--- src/rtl/pipe_stage_reg_if.sv ---
// Valid/ready handshake bundle for one pipeline-stage register: upstream side
// (in_*) and downstream side (out_*) carried together.
interface pipe_stage_reg_if #(
    parameter int DATA_W = 64
);
    logic              in_valid_i;
    logic              in_ready_o;
    logic [DATA_W-1:0] in_data_i;
    logic              out_valid_o;
    logic              out_ready_i;
    logic [DATA_W-1:0] out_data_o;

    modport master (
        output in_valid_i,
        output in_data_i,
        output out_ready_i,
        input  in_ready_o,
        input  out_valid_o,
        input  out_data_o
    );

    modport slave (
        input  in_valid_i,
        input  in_data_i,
        input  out_ready_i,
        output in_ready_o,
        output out_valid_o,
        output out_data_o
    );
endinterface

--- src/rtl/pipe_stage_reg.sv ---
// Elastic pipeline-stage register with flush, optional 2-entry skid buffer
// (registered ready) and a saturating stall-cycle counter.
module pipe_stage_reg #(
    parameter int                DATA_W    = 64,
    parameter logic [DATA_W-1:0] FLUSH_VAL = {DATA_W{1'b0}},
    parameter int                SKID      = 1,
    parameter int                CNT_W     = 16
) (
    input  logic             clk_i,
    input  logic             rst_i,
    input  logic             flush_i,
    pipe_stage_reg_if.slave  bus,
    output logic [CNT_W-1:0] stall_cnt_o
);

    typedef enum logic [1:0] {
        ST_EMPTY = 2'b00,
        ST_FULL  = 2'b01,
        ST_SKID  = 2'b10
    } state_t;

    state_t            state_r;
    state_t            state_s;
    logic [DATA_W-1:0] main_r;
    logic [DATA_W-1:0] main_s;
    logic [DATA_W-1:0] skid_r;
    logic [DATA_W-1:0] skid_s;
    logic [CNT_W-1:0]  cnt_r;
    logic [CNT_W-1:0]  cnt_s;
    logic              in_ready_s;
    logic              out_valid_s;
    logic              ti_s;
    logic              to_s;

    // With the skid buffer, ready depends only on the state register; without it
    // ready looks through to out_ready_i so a full stage can still stream.
    assign out_valid_s = (state_r != ST_EMPTY);
    assign in_ready_s  = (SKID != 0) ? (state_r != ST_SKID)
                                     : ((state_r == ST_EMPTY) | bus.out_ready_i);
    assign ti_s        = bus.in_valid_i & in_ready_s;
    assign to_s        = out_valid_s & bus.out_ready_i;

    // Next-state and payload steering; flush overrides every transition.
    always_comb begin
        state_s = state_r;
        main_s  = main_r;
        skid_s  = skid_r;
        if (flush_i) begin
            state_s = ST_EMPTY;
            main_s  = FLUSH_VAL;
            skid_s  = FLUSH_VAL;
        end else begin
            case (state_r)
                ST_EMPTY: begin
                    if (ti_s) begin
                        state_s = ST_FULL;
                        main_s  = bus.in_data_i;
                    end else begin
                        state_s = ST_EMPTY;
                    end
                end
                ST_FULL: begin
                    if (ti_s && to_s) begin
                        main_s = bus.in_data_i;
                    end else if (ti_s) begin
                        // Only reachable with the skid buffer: park the newer entry.
                        state_s = ST_SKID;
                        skid_s  = bus.in_data_i;
                    end else if (to_s) begin
                        state_s = ST_EMPTY;
                        main_s  = FLUSH_VAL;
                    end else begin
                        state_s = ST_FULL;
                    end
                end
                ST_SKID: begin
                    if (to_s) begin
                        state_s = ST_FULL;
                        main_s  = skid_r;
                        skid_s  = FLUSH_VAL;
                    end else begin
                        state_s = ST_SKID;
                    end
                end
                default: begin
                    state_s = ST_EMPTY;
                    main_s  = FLUSH_VAL;
                    skid_s  = FLUSH_VAL;
                end
            endcase
        end
    end

    // Stall counter saturates instead of wrapping; flush does not clear it.
    always_comb begin
        if (out_valid_s && !bus.out_ready_i && (cnt_r != {CNT_W{1'b1}})) begin
            cnt_s = cnt_r + {{(CNT_W-1){1'b0}}, 1'b1};
        end else begin
            cnt_s = cnt_r;
        end
    end

    // State, payload and counter registers.
    always_ff @(posedge clk_i or posedge rst_i) begin
        if (rst_i) begin
            state_r <= ST_EMPTY;
            main_r  <= FLUSH_VAL;
            skid_r  <= FLUSH_VAL;
            cnt_r   <= {CNT_W{1'b0}};
        end else begin
            state_r <= state_s;
            main_r  <= main_s;
            skid_r  <= skid_s;
            cnt_r   <= cnt_s;
        end
    end

    assign bus.in_ready_o  = in_ready_s;
    assign bus.out_valid_o = out_valid_s;
    assign bus.out_data_o  = main_r;
    assign stall_cnt_o     = cnt_r;

endmodule

--- src/flat_wrapper.sv ---
// flat-port wrapper written by rule: the top's interface ports become plain ports
module pipe_stage_reg_flat 
#(
    parameter int                DATA_W    = 64,
    parameter logic [DATA_W-1:0] FLUSH_VAL = {DATA_W{1'b0}},
    parameter int                SKID      = 1,
    parameter int                CNT_W     = 16
)
  (clk_i, rst_i, flush_i, stall_cnt_o, bus_in_valid_i, bus_in_data_i, bus_out_ready_i, bus_in_ready_o, bus_out_valid_o, bus_out_data_o);
  pipe_stage_reg_if #(.DATA_W(DATA_W)) bus_i ();
  input  logic clk_i;
  input  logic rst_i;
  input  logic flush_i;
  output logic [CNT_W-1:0] stall_cnt_o;
  input wire logic [$bits(bus_i.in_valid_i)-1:0] bus_in_valid_i;
  input wire logic [$bits(bus_i.in_data_i)-1:0] bus_in_data_i;
  input wire logic [$bits(bus_i.out_ready_i)-1:0] bus_out_ready_i;
  output wire logic [$bits(bus_i.in_ready_o)-1:0] bus_in_ready_o;
  output wire logic [$bits(bus_i.out_valid_o)-1:0] bus_out_valid_o;
  output wire logic [$bits(bus_i.out_data_o)-1:0] bus_out_data_o;
  assign bus_i.in_valid_i = bus_in_valid_i;
  assign bus_i.in_data_i = bus_in_data_i;
  assign bus_i.out_ready_i = bus_out_ready_i;
  assign bus_in_ready_o = bus_i.in_ready_o;
  assign bus_out_valid_o = bus_i.out_valid_o;
  assign bus_out_data_o = bus_i.out_data_o;
  pipe_stage_reg #(.DATA_W(DATA_W), .FLUSH_VAL(FLUSH_VAL), .SKID(SKID), .CNT_W(CNT_W)) u_core (.clk_i(clk_i), .rst_i(rst_i), .flush_i(flush_i), .bus(bus_i), .stall_cnt_o(stall_cnt_o));
endmodule
--- config.mk ---
export PLATFORM = sky130hd
export DESIGN_NAME = pipe_stage_reg_flat
export DESIGN_NICKNAME = d
export VERILOG_FILES = /design/src/rtl/pipe_stage_reg_if.sv /design/src/rtl/pipe_stage_reg.sv /design/src/flat_wrapper.sv
export SDC_FILE = /design/constraint.sdc
export NUM_CORES = 1
export LEC_CHECK = 0
export ABC_AREA = 1
export CAP_MARGIN = 40
export CORE_ASPECT_RATIO = 0.7
export CORE_MARGIN = 10
export CORE_UTILIZATION = 48
export CTS_BUF_LIST = sky130_fd_sc_hd__clkbuf_4
export DETAILED_ROUTE_END_ITERATION = 12
export GPL_TIMING_DRIVEN = 0
export HOLD_SLACK_MARGIN = 0.12
export PLACE_DENSITY = 0.88
export SLEW_MARGIN = 20
export SYNTH_ARGS = -nofsm -noshare
export SYNTH_HDL_FRONTEND = slang
export SYNTH_SLANG_ARGS = --single-unit
export TNS_END_PERCENT = 10
--- constraint.sdc ---
create_clock -name clk_i -period 5 [get_ports clk_i]
set_clock_uncertainty 0.1 [all_clocks]
set_input_delay 0.75 -clock clk_i [delete_from_list [all_inputs] [get_ports clk_i]]
set_output_delay 0.75 -clock clk_i [all_outputs]
set_load 0.05 [all_outputs]
* Word level (Yosys, flattened, before mapping) *
Cells that the tools add are included.

operators by class
  add/sub/neg operators = 1
  equality and inequality tests = 11
  bitwise gates (word level) = 2
  muxes and demuxes = 17
  reductions and logical operators = 8

operators by type and width
  kind                                                  number
  two-way mux 64 bit                                    8
  one-hot mux 64 bit (3 select lines)                   2
  adder 16 x 1 -> 16 bit (second input constant)        1
  != test 16 bit (second input constant)                1
  != test 3 x 2 -> 1 bit (second input constant)        3
  two-way mux 2 bit                                     4
  AND reduction 4 bit                                   2
  one-hot mux 2 bit (3 select lines)                    1
  != test 2 bit (second input constant)                 2
  != test 4 x 2 -> 1 bit (second input constant)        1
  != test 4 bit (second input constant)                 1
  logical AND 1 bit                                     3
  != test 3 bit (second input constant)                 1
  AND 1 bit                                             2
  equality test 2 x 1 -> 1 bit (second input constant)  1
  equality test 2 bit (second input constant)           1
  logical NOT 2 bit                                     1
  two-way mux 1 bit                                     2
  nonzero test 2 bit                                    1
  logical NOT 1 bit                                     1

storage, ports and cells
  output and inout port bits = 82
  logic and storage cells = 43
  flip-flop bits (word level) = 146
  input bits = 69

* Logic depth before layout (Yosys ltp) *
  depth after elaboration = 7
  mapped depth = 10
  gate-level depth less buffers = 9

* Worst setup path before layout *
Ideal clock, no wire load.

  path type = reg-to-reg
  start point = register u_core.cnt_r[1], in the netlist u_core.stall_cnt_o[1]
  end point = register u_core.cnt_r[0], in the netlist u_core.stall_cnt_o[0]
  path slack = 2.942 ns
  stages on the path, launching flop included = 10
  clock period less this slack = 2.058 ns
  path buffers = 1
  data arrival time = 1.840 ns
  library setup time = 0.118 ns
  required time = 4.782 ns
  cell sequence = dfrtp_1 > ha_1 > inv_1 > nor2_4 > nand2_2 > o21ai_4 > inv_2 > buf_6 > nand2_1 > nand2_1

on the way
  word-level cells in the longest chain between the ends = 2

ends and longest elaborated chain
  item                    RTL line               RTL
  from (decl)             pipe_stage_reg.sv:28   logic [CNT_W-1:0] cnt_r;
  from (signal assigned)  pipe_stage_reg.sv:109  cnt_r <= {CNT_W{1'b0}};
  from (signal assigned)  pipe_stage_reg.sv:114  cnt_r <= cnt_s;
  != test 16 bit          pipe_stage_reg.sv:96   if (out_valid_s && !bus.out_ready_i && (cnt_r != {CNT_W{1'b1}})) begin
  logical AND 1 bit       pipe_stage_reg.sv:96

No other way between the ends.
A chain may end at the register's enable or synchronous reset.

* Worst setup path after layout *
  start point = register u_core.state_r[0]
  end point = output bus_in_ready_o

on the way
  word-level cells in the longest chain between the ends = 1

ends and longest elaborated chain
  item                    RTL line               RTL
  from (decl)             pipe_stage_reg.sv:22   state_t state_r;
  from (signal assigned)  pipe_stage_reg.sv:111  state_r <= state_s;
  != test 2 bit           pipe_stage_reg.sv:38   assign in_ready_s = (SKID != 0) ? (state_r != ST_SKID)
  to (decl)               flat_wrapper.sv:18     output wire logic [$bits(bus_i.in_ready_o)-1:0] bus_in_ready_o;

No other way between the ends.

==> impl_metrics.csv <==
group,metric,value,unit
grt,grt-busiest-layer,"met2",
logic_synthesis,synth.net_count,1004,
cells_and_area,area.growth.synth_to_final,29.9,%
drt,wl_per_cell,15.6,um
grt,use_met1,27.5,%
placed_design,portBuffers,150,
drt,ant_nets,0,
drt,first_pass_iters,7,
logic_synthesis,synth_most_common_cell,"nand2_1",
placed_design,placed_cells,1275,
die,core,0.0141,sq mm
die,die_h,121,um
grt,grt_use_met3,5.32,%
cells_and_area,drive_gt1_share,6.89,%
logic_synthesis,synth_cell_types,25,
critical_path,max_stage_delay,750,ps
critical_path,crit_family,"buffers and inverters",
grt,use_met2,32.2,%
grt,grt_max_degree,81,
sta,slew_viol_final,0,
sta,finalCritPeriodShare,67.2,%
critical_path,start_kind,"flip-flop",
grt,grt_pass1_wl,33100,um
sta,period_needed,3360,ps
drt,route.vias.total,6745,
logic_synthesis,yosysWarnings,0,
cells_and_area,final_area,0.00902,sq mm
die,dieArea,0.0198,sq mm
clock_tree,post_cts_buffers,0,
clock_tree,post_cts_resized,0,
sta,worst_pin_slew,586,ps
run_status,status,"completed",
power_and_ir_drop,power_density,322,mW/mm^2
clock_tree,cts_sinks,146,
sta,finalSetupViolations,0,
cells_and_area,fin_cells,1307,
placed_design,place_area,0.00872,sq mm
sta,hold_slack,396,ps
grt,first_global_vias,6599,
logic_synthesis,synthArstFlopShare,100,%
drt,wl,20400,um
critical_path,cp_slowest_cell,"clkdlybuf4s50_1",
grt,grt_use_total,20.5,%
power_and_ir_drop,p_leak,4.43,nW
critical_path,crit_path_max_fanout,10,
clock_tree,numCtsBuffers,17,
critical_path,arrival,2510,ps
placed_design,gp_congestion,0.899,
sta,hold_viol,0,
die,row_count,36,
worst_hold_path,hold_class,"flip-flop to flip-flop",
critical_path,cp-end-kind,"output port",
cells_and_area,n_antenna_cell,0,
sta,max_freq,0.298,GHz
clock_tree,cts_root_buf,"clkbuf_4",
logic_synthesis,netlist_area,0.00694,sq mm
logic_synthesis,synth_common_cells,"nand2_1 (530), dfrtp_1 (146), nand3_1 (70)",
power_and_ir_drop,ir_drop,190,uV
logic_synthesis,yosysTopAreaCell,"dfrtp_1",
drt,drtIter0Drc,578,
placed_design,dpl.hpwl,14500,um
grt,antenna_found_initial,0,
logic_synthesis,yosys-top-cells-area,"dfrtp_1 (53%), nand2_1 (29%), nand3_1 (5.0%)",
logic_synthesis,synth_enable_flop_cells,0,
cells_and_area,nNetsFinal,1174,
drt,avgViaCountPerCell,5.16,
critical_path,critPathKind,"flip-flop to output port",
clock_tree,path_clk_slew,150,ps
drt,drc,0,
clock_tree,holdBufCountCts,0,
clock_tree,cts_max_path_buffers,2,
logic_synthesis,ys.flop_type,"dfrtp_1",
logic_synthesis,netlist_instances,934,
logic_synthesis,yosys_register_bits,146,
logic_synthesis,yosysSeqAreaShare,52.6,%
grt,grt_overflow,0,
clock_tree,htree_levels,4,
clock_tree,cts_tree,"done",
critical_path,path_buf_inv,3,
die,start_util,49.4,%
die,io-pin-count,151,
logic_synthesis,synth_top_area_share,52.6,%
power_and_ir_drop,power.total,2.90,mW
logic_synthesis,syn_avg_cell_area,7.43,sq um
critical_path,required,4150,ps
sta,setup-tns-final,0,ps
cells_and_area,fillers,1232,
clock_tree,clk_latency,560,ps
critical_path,cp_cell_sequence,"inv_2 -> clkbuf_1 -> nand2_1 -> clkdlybuf4s50_1",
flow_run,cap_violations,0,
sta,slew-limit-headroom,61.0,%
sta,grt_setup_unrepaired,"no",
die,die_x,164,um
per-stage QoR:
step / setup WS, ps / utilization (%)
final: 1640 / 64.2
after global routing: 1550 / 64.2
after CTS: 1620 / 64.2
after detailed placement: 2270 / 62.0
after floorplan: 227 / -
after global placement: -1740 / 61.8
cell families (layout without fill, tap and decap cells):
group | Yosys count | in the layout | share of synthesized area, %
and+or+nand+nor | 630 | 630 | 35.8
DFF | 146 | 146 | 52.6
buffers and inverters | 73 | 256 | 4.72
AOI/OAI and AO/OA | 77 | 77 | 5.77
xor gates and xnor gates | 7 | 7 | 0.883
adders and majority gates | 1 | 1 | 0.180
registers in the layout (all words and copies together), names as in the netlist:
signal	flops
u_core.state_r	2
u_core.skid_r	64
u_core.bus.out_data_o	64
u_core.stall_cnt_o	16
final cells by class:
class                           count  area [sq um]  area share, %
Clock buffer                       17           128           1.42
Clock inverter                     15           171           1.90
Tap cell                          190           238           2.64
Timing Repair Buffer              151          1530           17.0
Inverter                           17          71.3          0.791
Sequential cell                   146          3650           40.5
Buffer                             56           264           2.93
Multi-Input combinational cell    715          2960           32.9
layout by cell type, fill, tap and decap left out, drive strengths merged, types with 3 or more instances in the layout:
| master | Yosys | routed |
|---|---|---|
| a21oi | 3 | 3 |
| buf | 41 | 42 |
| clkbuf | 15 | 32 |
| clkdlybuf4s50 | 0 | 150 |
| clkinv | 0 | 4 |
| dfrtp | 146 | 146 |
| inv | 17 | 24 |
| nand2 | 531 | 531 |
| nand3 | 70 | 70 |
| nand4 | 5 | 5 |
| nor2 | 21 | 21 |
| o21ai | 72 | 72 |
| xnor2 | 6 | 6 |
power by group:
group | leakage, nW | internal [mW] | total (mW) | switching (mW)
Clock | 0.159 | 0.312 | 0.793 | 0.481
Combinational | 2.30 | 0.250 | 0.773 | 0.522
Sequential | 1.97 | 1.27 | 1.33 | 0.0640
worst register-to-register path: stages (launching register included):
cell and delay [ps]:
dfrtp_1 480, inv_2 110, nand2_1 90, nor2_1 130, buf_2 300, clkbuf_1 440
nand2_1 100, o21ai_1 170
path summary, 6_finish.rpt:
| check | endpoint | cells past startpoint | from | slack, ps |
|---|---|---|---|---|
| max in group asynchronous | u_core.skid_r[0] | 3 | rst_i | 3570 |
| max | bus_in_ready_o | 4 | u_core.state_r[0] | 1640 |
| min reg2reg | u_core.bus.out_data_o[17] | 2 | u_core.bus.out_data_o[17] | 400 |
| max reg2reg | u_core.skid_r[14] | 7 | u_core.state_r[1] | 3000 |
| min | u_core.bus.out_data_o[17] | 2 | u_core.bus.out_data_o[17] | 400 |
| min in group asynchronous | u_core.bus.out_data_o[38] | 2 | rst_i | 490 |
per-layer routing:
layer	vias to the layer above	part of all wire [%]	wire [um]
li1	3275	-	-
met1	3186	45	9180
met2	263	46	9290
met3	21	8.3	1680
met4	0	0.99	202
met5	-	0	0
Power figures use the tool's default switching activity.
